--- config.mk ---
export PLATFORM = sky130hd
export DESIGN_NAME = masked_sbox_bram_sched
export DESIGN_NICKNAME = d
export VERILOG_FILES = /design/src/rtl/masked_sbox_bram_sched_pkg.sv /design/src/rtl/masked_sbox_bram_sched_vld_pipe.sv /design/src/rtl/masked_sbox_bram_sched.sv
export SDC_FILE = /design/constraint.sdc
export NUM_CORES = 1
export LEC_CHECK = 0
export BUFFER_PORTS_ARGS = -buffer_cell sky130_fd_sc_hd__buf_2
export CAP_MARGIN = 5
export CORE_ASPECT_RATIO = 2
export CORE_MARGIN = 10
export CORE_UTILIZATION = 40
export CTS_BUF_LIST = sky130_fd_sc_hd__clkbuf_2
export CTS_CLUSTER_SIZE = 10
export DETAILED_ROUTE_END_ITERATION = 16
export PLACE_DENSITY = 0.75
export SETUP_SLACK_MARGIN = 0.3
export SLEW_MARGIN = 25
export SYNTH_ARGS = -nofsm -noshare
export SYNTH_HDL_FRONTEND = slang
export SYNTH_HIERARCHICAL = 1
export SYNTH_SLANG_ARGS = --single-unit
--- constraint.sdc ---
create_clock -name clk -period 4 [get_ports clk]
set_input_delay 0.4 -clock clk [delete_from_list [all_inputs] [get_ports clk]]
set_output_delay 0.4 -clock clk [all_outputs]
set_load 0.005 [all_outputs]
--- src/rtl/masked_sbox_bram_sched_pkg.sv ---
// Shared constants for the masked S-box BRAM issue/collect stage.
// The default geometry is a 16-byte share, a 2-cycle BRAM read and a 10-bit address.
package masked_sbox_bram_sched_pkg;
  localparam int NBYTES = 16;
  localparam int LAT    = 2;
  localparam int AW     = 10;
  localparam int NPAIRS = NBYTES / 2;
  localparam int IDXW   = $clog2(NPAIRS);

  localparam logic [1:0] IDLE  = 2'd0;
  localparam logic [1:0] ISSUE = 2'd1;
  localparam logic [1:0] DRAIN = 2'd2;

  localparam logic [IDXW-1:0] LAST_IDX = IDXW'(NPAIRS - 1);

  typedef logic [IDXW-1:0] pair_idx_t;
endpackage

--- src/rtl/masked_sbox_bram_sched_vld_pipe.sv ---
// Delay line that tags each issued address pair with its pair index.
// The tag leaves the line in the same cycle that the BRAM presents that pair's data.
module masked_sbox_bram_sched_vld_pipe
  import masked_sbox_bram_sched_pkg::*;
(
  input  logic      clk,
  input  logic      rst,
  input  logic      vld_i,
  input  pair_idx_t idx_i,
  output logic      vld_o,
  output pair_idx_t idx_o
);

  // Stage 0 is the issue cycle itself, so LAT registers complete a LAT+1-deep line.
  logic [LAT-1:0] vld_q;
  pair_idx_t      idx_q [LAT];

  always_ff @(posedge clk) begin
    if (rst) begin
      vld_q <= '0;
      for (int i = 0; i < LAT; i++) idx_q[i] <= '0;
    end else begin
      vld_q[0] <= vld_i;
      idx_q[0] <= idx_i;
      for (int i = 1; i < LAT; i++) begin
        vld_q[i] <= vld_q[i-1];
        idx_q[i] <= idx_q[i-1];
      end
    end
  end

  assign vld_o = vld_q[LAT-1];
  assign idx_o = idx_q[LAT-1];

endmodule

--- src/rtl/masked_sbox_bram_sched.sv ---
// Streams one masked 128-bit share through a dual-port S-box BRAM, two bytes per cycle,
// and reassembles the results. Handshake: start is a 1-cycle request honoured only when idle.
module masked_sbox_bram_sched
  import masked_sbox_bram_sched_pkg::*;
(
  input  logic                clk,
  input  logic                rst,
  input  logic                start,
  input  logic [8*NBYTES-1:0] state_in,
  input  logic [2*NBYTES-1:0] sel_in,
  output logic                busy,
  output logic                done,
  output logic [8*NBYTES-1:0] state_out,
  output logic [AW-1:0]       ADDRA,
  output logic [AW-1:0]       ADDRB,
  output logic                bram_en,
  input  logic [7:0]          DOA,
  input  logic [7:0]          DOB
);

  logic [1:0]          fsm_q, fsm_d;
  pair_idx_t           idx_q, idx_d;
  logic [8*NBYTES-1:0] st_q, st_d;
  logic [2*NBYTES-1:0] sel_q, sel_d;
  logic [8*NBYTES-1:0] out_q, out_d;
  logic                done_q, done_d;

  logic                cap_vld;
  pair_idx_t           cap_idx;
  logic                last_cap;

  logic [IDXW+3:0]     byte_off_a, byte_off_b, cap_off_a, cap_off_b;
  logic [IDXW+1:0]     sel_off_a, sel_off_b;

  masked_sbox_bram_sched_vld_pipe u_vld_pipe (
    .clk   (clk),
    .rst   (rst),
    .vld_i (fsm_q == ISSUE),
    .idx_i (idx_q),
    .vld_o (cap_vld),
    .idx_o (cap_idx)
  );

  assign byte_off_a = {idx_q, 4'b0000};
  assign byte_off_b = {idx_q, 4'b1000};
  assign sel_off_a  = {idx_q, 2'b00};
  assign sel_off_b  = {idx_q, 2'b10};
  assign cap_off_a  = {cap_idx, 4'b0000};
  assign cap_off_b  = {cap_idx, 4'b1000};

  // Addresses follow idx, which is frozen on the last pair through DRAIN and IDLE.
  assign ADDRA = {sel_q[sel_off_a +: 2], st_q[byte_off_a +: 8]};
  assign ADDRB = {sel_q[sel_off_b +: 2], st_q[byte_off_b +: 8]};

  assign last_cap = cap_vld && (cap_idx == LAST_IDX);

  always_comb begin
    fsm_d  = fsm_q;
    idx_d  = idx_q;
    st_d   = st_q;
    sel_d  = sel_q;
    out_d  = out_q;
    done_d = last_cap;

    case (fsm_q)
      IDLE: begin
        if (start) begin
          fsm_d = ISSUE;
          idx_d = '0;
          st_d  = state_in;
          sel_d = sel_in;
        end
      end
      ISSUE: begin
        if (idx_q == LAST_IDX) fsm_d = DRAIN;
        else                   idx_d = idx_q + 1'b1;
      end
      DRAIN: begin
        if (last_cap) fsm_d = IDLE;
      end
      default: fsm_d = IDLE;
    endcase

    if (cap_vld) begin
      out_d[cap_off_a +: 8] = DOA;
      out_d[cap_off_b +: 8] = DOB;
    end
  end

  always_ff @(posedge clk) begin
    if (rst) begin
      fsm_q  <= IDLE;
      idx_q  <= '0;
      st_q   <= '0;
      sel_q  <= '0;
      out_q  <= '0;
      done_q <= 1'b0;
    end else begin
      fsm_q  <= fsm_d;
      idx_q  <= idx_d;
      st_q   <= st_d;
      sel_q  <= sel_d;
      out_q  <= out_d;
      done_q <= done_d;
    end
  end

  assign busy      = (fsm_q != IDLE);
  assign bram_en   = (fsm_q != IDLE);
  assign done      = done_q;
  assign state_out = out_q;

endmodule
# Word-level counts from Yosys, hierarchy flattened
# Memories as Yosys holds them, arrays and structs flattened.
# Index checks and enable logic that the tools add are counted.
[totals]
elab_cells = 50
memories = 1
mem_bits_rw = 6
out_inout_bits = 151
reg_bits = 296
in_bits = 179
[mem_list]
columns = ["name", "depth", "width", "rd", "rd_ports_with_merged_regs", "wr", "line", "text"]
rows = [
  ["u_vld_pipe.idx_q", 2, 3, 2, 0, 2, "masked_sbox_bram_sched_vld_pipe.sv:16", "pair_idx_t idx_q [LAT];"],
]
[classes]
n_eq_ne = 8
bitwise_logic = 2
reduce_logical = 7
addsub = 3
shift = 8
muxes = 14
[ops]
columns = ["op", "n"]
rows = [
  ["$bwmux W128", 2],
  ["$shift A8 B9 Y128 const A", 2],
  ["$shiftx A128 B8 Y8", 2],
  ["$shiftx A8 B9 Y128", 2],
  ["$shiftx A32 B6 Y2", 2],
  ["$neg A7 Y9", 2],
  ["$mux W3", 4],
  ["$ne A2 B2 Y1 const B", 4],
  ["$eq A3 B3 Y1 const B", 2],
  ["$mux W2", 3],
  ["$pmux W2 S3", 1],
  ["$pmux W3 S2", 1],
  ["$reduce_and A3 Y1", 2],
  ["$reduce_bool A2 Y1", 2],
  ["$add A3 B1 Y3 const B", 1],
  ["$mux W1", 3],
  ["$eq A2 B1 Y1 const B", 1],
  ["$eq A2 B2 Y1 const B", 1],
  ["$logic_not A2 Y1", 1],
  ["$or A1 B1 Y1", 2],
  ["$reduce_and A2 Y1", 1],
  ["$logic_and A1 B1 Y1", 1],
]

# Longest topological paths before layout
# Gate-level depths: netlist (run 1).
# An unclocked memory read counts as a cell.
[depth]
depth_word = 5
ltp_mapped = 9
mapped_depth_nobuf = 6

# Cells and area by module
# Netlist (run 1), hierarchy kept.
[by_module_without_submodules]
columns = ["module", "cells_per_inst", "seq_area_each_um2", "area_per_inst_um2", "n_inst"]
rows = [
  ["masked_sbox_bram_sched", 1345, 5885.6, 12070.3, 1],
  ["masked_sbox_bram_sched_vld_pipe", 19, 160.2, 232.7, 1],
]

# Worst setup path after synthesis (run 1)
# OpenSTA, ideal clock, no wires.
[synth_path]
kind = "register to register"
startpoint = "memory u_vld_pipe/idx_q[0][3] (netlist bit)"
endpoint = "register out_q[112] (netlist: state_out[112])"
path_slack_ps = 1984
setup_time_ps = 72
path_stages_with_launch = 10
required_ps = 3928
t_arrival_ps = 1944
path_cell_list = "dfxtp_1 > buf_4 > buf_2 > inv_1 > ha_1 > ha_1 > and2b_1 > and3_1 > buf_4 > mux2i_1"
[synth_lines]
columns = ["element", "line", "text"]
rows = [
  ["start: declaration", "masked_sbox_bram_sched_vld_pipe.sv:16", ""],
  ["end signal: assignment", "masked_sbox_bram_sched.sv:103", "out_q <= out_d;"],
  ["end: declaration", "masked_sbox_bram_sched.sv:25", "logic [8*NBYTES-1:0] out_q, out_d;"],
]

# Final worst setup path (run 1)
[layout_path]
startpoint = "register idx_q[1]"
endpoint = "output ADDRB[9]"
[layout_between]
elab_chain_cells = 1
[layout_rtl]
columns = ["element", "line", "text"]
rows = [
  ["start: declaration", "masked_sbox_bram_sched.sv:22", "pair_idx_t idx_q, idx_d;"],
  ["start signal: assignment", "masked_sbox_bram_sched.sv:100", "idx_q <= idx_d;"],
  ["$shiftx A32 B6 Y2", "masked_sbox_bram_sched.sv:53", "assign ADDRB = {sel_q[sel_off_b +: 2], st_q[byte_off_b +: 8]};"],
  ["end: declaration", "masked_sbox_bram_sched.sv:15", "output logic [AW-1:0] ADDRB,"],
]
# No other way between the ends.

==> impl_metrics.env, run 1 <==
export IMPL_dp_hpwl_mm=30.1
export IMPL_final_antenna_net_count=0
export IMPL_io_pins=330
export IMPL_clock_latency_ps=910
export IMPL_ys_types=42
export IMPL_final_seq_area_mm2=0.00605
export IMPL_outcome="complete, no violations"
export IMPL_cpPeakStageDelay_ps=880
export IMPL_drc=0
export IMPL_fin_crit_ps=3410
export IMPL_dominantRegCellSynth="dfxtp_1"
export IMPL_fmax_mhz=293
export IMPL_num_rows=90
export IMPL_path_cells="buf_4 -> mux4_2 -> mux2_2 -> buf_2"
export IMPL_syn_area_mm2=0.0123
export IMPL_synth_edf_count=0
export IMPL_dieArea_mm2=0.0386
export IMPL_cp_top_family="flip-flops"
export IMPL_ys_seq_elements=302
export IMPL_slew_headroom=0.306
export IMPL_crit_buf_inv=2
export IMPL_cpMaxStageDelayCell="dfxtp_2"
export IMPL_p_leak_nw=7.22
export IMPL_worstSetupStartpointType="register"
export IMPL_critPathArrivalTime_ps=3010
export IMPL_drt_pre_antenna_iters=7
export IMPL_multi_input_area_mm2=0.00569
export IMPL_period_share=0.852
export IMPL_area_growth_pct=33.0
export IMPL_ir_drop_mv=0.301
export IMPL_num_vias=12063
export IMPL_die_w_um=144
export IMPL_cellPowerDensity_mw_per_mm2=362
export IMPL_post_cts_resized=0
export IMPL_place_ws_ps=1520
export IMPL_cts_tree="done"
export IMPL_tns_ps=0
export IMPL_grt_ovfl_total=0
export IMPL_htree_levels=3
export IMPL_dr_first_iter_drc_count=847
export IMPL_hold_viol=0
export IMPL_die_y_um=268
export IMPL_numPortBuffers=329
export IMPL_worstHoldPathType="in -> reg"
export IMPL_cts_max_path_buffers=3
export IMPL_post_synth_top_count_cell="nand2_1"
export IMPL_grt_first_pass_wirelength_mm=69.6
export IMPL_synthCells=1364
export IMPL_drive_gt1_frac=0.277
export IMPL_fillers=2606
export IMPL_hold_ws_ps=249
export IMPL_grt_pass1_vias=12494
export IMPL_cts_inserted_buffers=69
export IMPL_wl_mm=46.4
export IMPL_cp_max_fo=28
export IMPL_tightest_slew_ps=1040
export IMPL_numClockSinks=302
export IMPL_cts_root_buf="clkbuf_2"
export IMPL_grt_max_degree=175
export IMPL_yosys_area_top_type="dfxtp_1"
export IMPL_ys_warn_count=6
export IMPL_synth_fp_nets=1552
export IMPL_synth_top_cells_by_count="373 x nand2_1, 302 x dfxtp_1, 221 x a21oi_1, 64 x nand2b_1, 61 x nand3_1"
export IMPL_synth_top_area_share=0.491
export IMPL_layout_setup_ws_ps=592
export IMPL_antenna_found_initial=8
export IMPL_path_class="reg -> out"
export IMPL_required_ps=3600
export IMPL_slew_violations=0
export IMPL_gp_congestion=0.862
export IMPL_avgViaCountPerCell=5.34
export IMPL_avgSynthCellArea_um2=9.02
export IMPL_finClkSkew_ps=34.5
export IMPL_ys_async_sr_fraction=0
export IMPL_nNetsFinal=2020
export IMPL_p_total_mw=5.93
export IMPL_routedWlPerCell_um=20.5
export IMPL_path_clk_slew_ps=120
export IMPL_core_mm2=0.0303
export IMPL_rsz0062_at_grt="no"
export IMPL_grt_usage=0.233
export IMPL_cp_end_kind="primary output"
export IMPL_maxCapViolCount=0
export IMPL_setup_violations_final=0
export IMPL_synthTopCellsByArea="dfxtp_1 49%, nand2_1 11%, a21oi_1 9.0%, mux4_2 7.3%, mux2i_1 4.6%"
export IMPL_yosysSeqAreaShare=0.491
export IMPL_initial_core_util=0.406
==> final timing paths <==
check                              start                   to  slack [ps]  cells after the start
hold reg to reg      u_vld_pipe/vld_q[0]  u_vld_pipe/vld_q[1]         440                      1
setup / recovery                idx_q[1]             ADDRB[9]         590                      4
hold / removal                       rst         state_out[2]         250                      2
setup reg to reg  u_vld_pipe/idx_q[0][3]        state_out[64]        1500                      6
==> what timing repair did <==
action / in CTS / in global routing
endpoints found under the hold margin: 284 / 0
hold buffers: 177 / 0
setup buffers: 0 / 0
==> area by class of cell <==
class | count | area share
flip-flops and latches | 302 | 0.370
multi-input cells | 941 | 0.347
repair buffers | 514 | 0.215
clock buffers | 100 | 0.0306
well taps | 368 | 0.0281
clock inverters | 19 | 0.00657
diodes | 9 | 0.00138
inverters | 4 | 0.000917
==> flip-flops by register name (all words and copies together), names as in the netlist <==
name / flops
u_vld_pipe/idx_q: 6
sel_q: 32
u_vld_pipe/vld_q: 2
st_q: 128
fsm_q: 2
state_out: 128
done: 1
idx_q: 3
==> per-stage QoR <==
stage / cells / area [um2] / util
after CTS: 2248 / 16300 / 0.539
final: 2257 / 16400 / 0.540
after global placement: 1952 / 14000 / 0.461
after detailed placement: 1952 / 14000 / 0.461
after floorplan: 1364 / 12300 / -
after global routing: 2256 / 16400 / 0.540
==> cell usage in the layout, fill, tap and decap left out, types with 2 or more instances in the layout <==
cell           count
nand2_1          373
buf_2            328
dfxtp_1          299
a21oi_1          221
dlygate4sd3_1    177
clkbuf_2         100
nand2b_1          64
nand3_1           61
mux2i_1           56
mux4_2            40
mux2_2            20
nor2_1            20
a32oi_1           16
nor2b_1           11
o21ai_0           10
clkinv_1          10
diode_2            9
ha_1               9
nand3b_1           5
clkinv_2           5
buf_4              5
inv_1              4
and3_1             4
and3b_1            4
nor3_1             3
dfxtp_2            3
buf_12             3
and2_1             2
nor3b_1            2
nand3_2            2
nand2_2            2
inv_2              2
==> logic make-up after synthesis <==
family,Yosys count,share of synthesized area
and+or+nand+nor,566,0.207
DFF,302,0.491
muxes,116,0.137
AOI/OAI and AO/OA,250,0.107
buffers and inverters,121,0.0478
adders and majority gates,9,0.00915
==> per-layer routing <==
metal | wire [um] | GRT usage | up-vias
met4 | 3490 | 0.182 | 0
li1 | - | - | 5602
met3 | 3290 | 0.0596 | 197
met5 | 0 | 0 | -
met2 | 24100 | 0.412 | 620
met1 | 15500 | 0.224 | 5644
==> report_power, final <==
part	leakage (nW)	internal, mW	switching, mW
clock network	0.473	0.732	1.26
registers	2.46	3.12	0.0853
logic	4.28	0.360	0.376
No activity file was read; power rests on OpenSTA's default activity.
==> run 2, diff against run 1 <==
Settings changed: GPL_TIMING_DRIVEN from default to 0.
==> run 2 against run 1 <==
Against the previous run: non-clock buffer count rose by 102; power rose by 2.7%; hold slack barely moved; highest routed layer unchanged; sequential cell count did not move; clock power rose by 5%; cell count rose by 4.3%; sequential power barely moved; clock skew rose by 27 ps.
==> impl_metrics.env, run 2 (synthesis gave the netlist of run 1 again) <==
export IMPL_hold_viol=0
export IMPL_post_cts_buffers=0
export IMPL_numPortBuffers=321
export IMPL_core_mm2=0.0303
export IMPL_tightest_slew_ps=953
export IMPL_final_cell_mix="373 x nand2_1, 354 x buf_2, 302 x dfxtp_1, 221 x a21oi_1, 178 x dlygate4sd3_1"
export IMPL_worstHoldPathType="in -> reg"
export IMPL_grt_ovfl_total=0
export IMPL_cp_end_kind="primary output"
export IMPL_slew_headroom=0.360
export IMPL_num_rows=90
export IMPL_path_clk_slew_ps=130
export IMPL_fin_area_mm2=0.0168
export IMPL_slew_violations=0
export IMPL_cp_max_fo=10
export IMPL_path_class="reg -> out"
export IMPL_cts_tree="done"
export IMPL_finClkSkew_ps=61.0
export IMPL_met1_length_mm=15.5
export IMPL_htree_levels=3
export IMPL_drt_pre_antenna_iters=7
export IMPL_ir_drop_mv=0.197
export IMPL_rsz0062_at_grt="no"
export IMPL_grt_pass1_vias=13400
export IMPL_layout_commonest_cell="nand2_1"
export IMPL_stdcell_count=2353
export IMPL_worstSetupStartpointType="register"
export IMPL_cts_inserted_buffers=68
export IMPL_wl_mm=49.8
export IMPL_dp_hpwl_mm=34.9
export IMPL_p_leak_nw=7.49
export IMPL_cts_max_path_buffers=3
export IMPL_num_vias=12655
export IMPL_r2r_cells=9
export IMPL_gp_congestion=0.912
export IMPL_period_share=0.866
export IMPL_clock_latency_ps=940
export IMPL_initial_core_util=0.406
export IMPL_avgViaCountPerCell=5.38
export IMPL_cellPowerDensity_mw_per_mm2=362
export IMPL_fillers=2573
export IMPL_wl_met3_mm=3.57
export IMPL_tns_ps=0
export IMPL_routedWlPerCell_um=21.2
export IMPL_p_total_mw=6.09
export IMPL_dr_wl_met2_mm=26.2
export IMPL_die_w_um=144
export IMPL_placed_area_mm2=0.0144
export IMPL_dp_cells=2053
export IMPL_hold_ws_ps=249
export IMPL_hold_depth=4
export IMPL_outcome="complete, no violations"
export IMPL_r2r_setup_slack_ps=1570
export IMPL_nNetsFinal=2121
export IMPL_fin_crit_ps=3460
export IMPL_required_ps=3600
export IMPL_fmax_mhz=289
export IMPL_antenna_found_initial=8
export IMPL_drive_gt1_frac=0.282
export IMPL_die_y_um=268
export IMPL_dr_first_iter_drc_count=735
export IMPL_io_pins=330
export IMPL_cts_root_buf="clkbuf_2"
export IMPL_final_antenna_net_count=0
export IMPL_dieArea_mm2=0.0386
export IMPL_maxCapViolCount=0
export IMPL_critPathArrivalTime_ps=3060
export IMPL_area_growth_pct=36.6
export IMPL_grt_usage=0.253
export IMPL_numClockSinks=302
export IMPL_grt_max_degree=16
export IMPL_grt_first_pass_wirelength_mm=74.6
export IMPL_setup_violations_final=0
export IMPL_drc=0
export IMPL_highest_layer="met4"
run 2: worst paths after layout:
kind | from | end
min reg2reg | u_vld_pipe/idx_q[0][2] | u_vld_pipe/idx_q[0][5]
max reg2reg | u_vld_pipe/idx_q[0][3] | state_out[7]
max | idx_q[1] | ADDRA[9]
min | state_in[13] | st_q[13]
run 2: layout make-up:
cell class              count  area (um2)  share of cell area
flip-flops and latches    302        6050               0.360
multi-input cells         941        5670               0.337
repair buffers            499        3390               0.202
plain buffers             117         573              0.0341
clock buffers             101         505              0.0301
well taps                 368         460              0.0274
clock inverters            10         119             0.00707
diodes                     11        27.5             0.00164
inverters                   4        15.0            0.000894
run 2: report_power, final:
part	switching [mW]	internal [mW]	leakage, nW
sequential	0.0670	3.12	2.46
clock	1.23	0.851	0.480
combinational	0.440	0.385	4.55
total	1.74	4.35	7.49
run 2: what timing repair did:
| item | CTS | global route |
|---|---|---|
| hold endpoints to repair | 292 | 0 |
| hold buffers | 178 | 0 |
| gates resized for setup | 0 | 0 |
run 2: per-layer routing:
metal  up-vias  GRT usage
li1       5793          -
met1      5846      0.223
met2       762      0.457
met3       254     0.0617
met4         0      0.228
met5         -          0
run 2: critical path, cell delays in order, from the launching register on:
cell and delay, ps:
dfxtp_1 360, buf_2 220, buf_2 370, buf_2 400, mux4_2 390, mux2_2 300, buf_2 140
run 2: per-stage QoR:
step / util / worst slack (ps)
final: 0.555 / 536
after global routing: 0.555 / 359
after CTS: 0.554 / 391
after detailed placement: 0.474 / 1370
after global placement: 0.474 / 1440
after floorplan: - / 1980
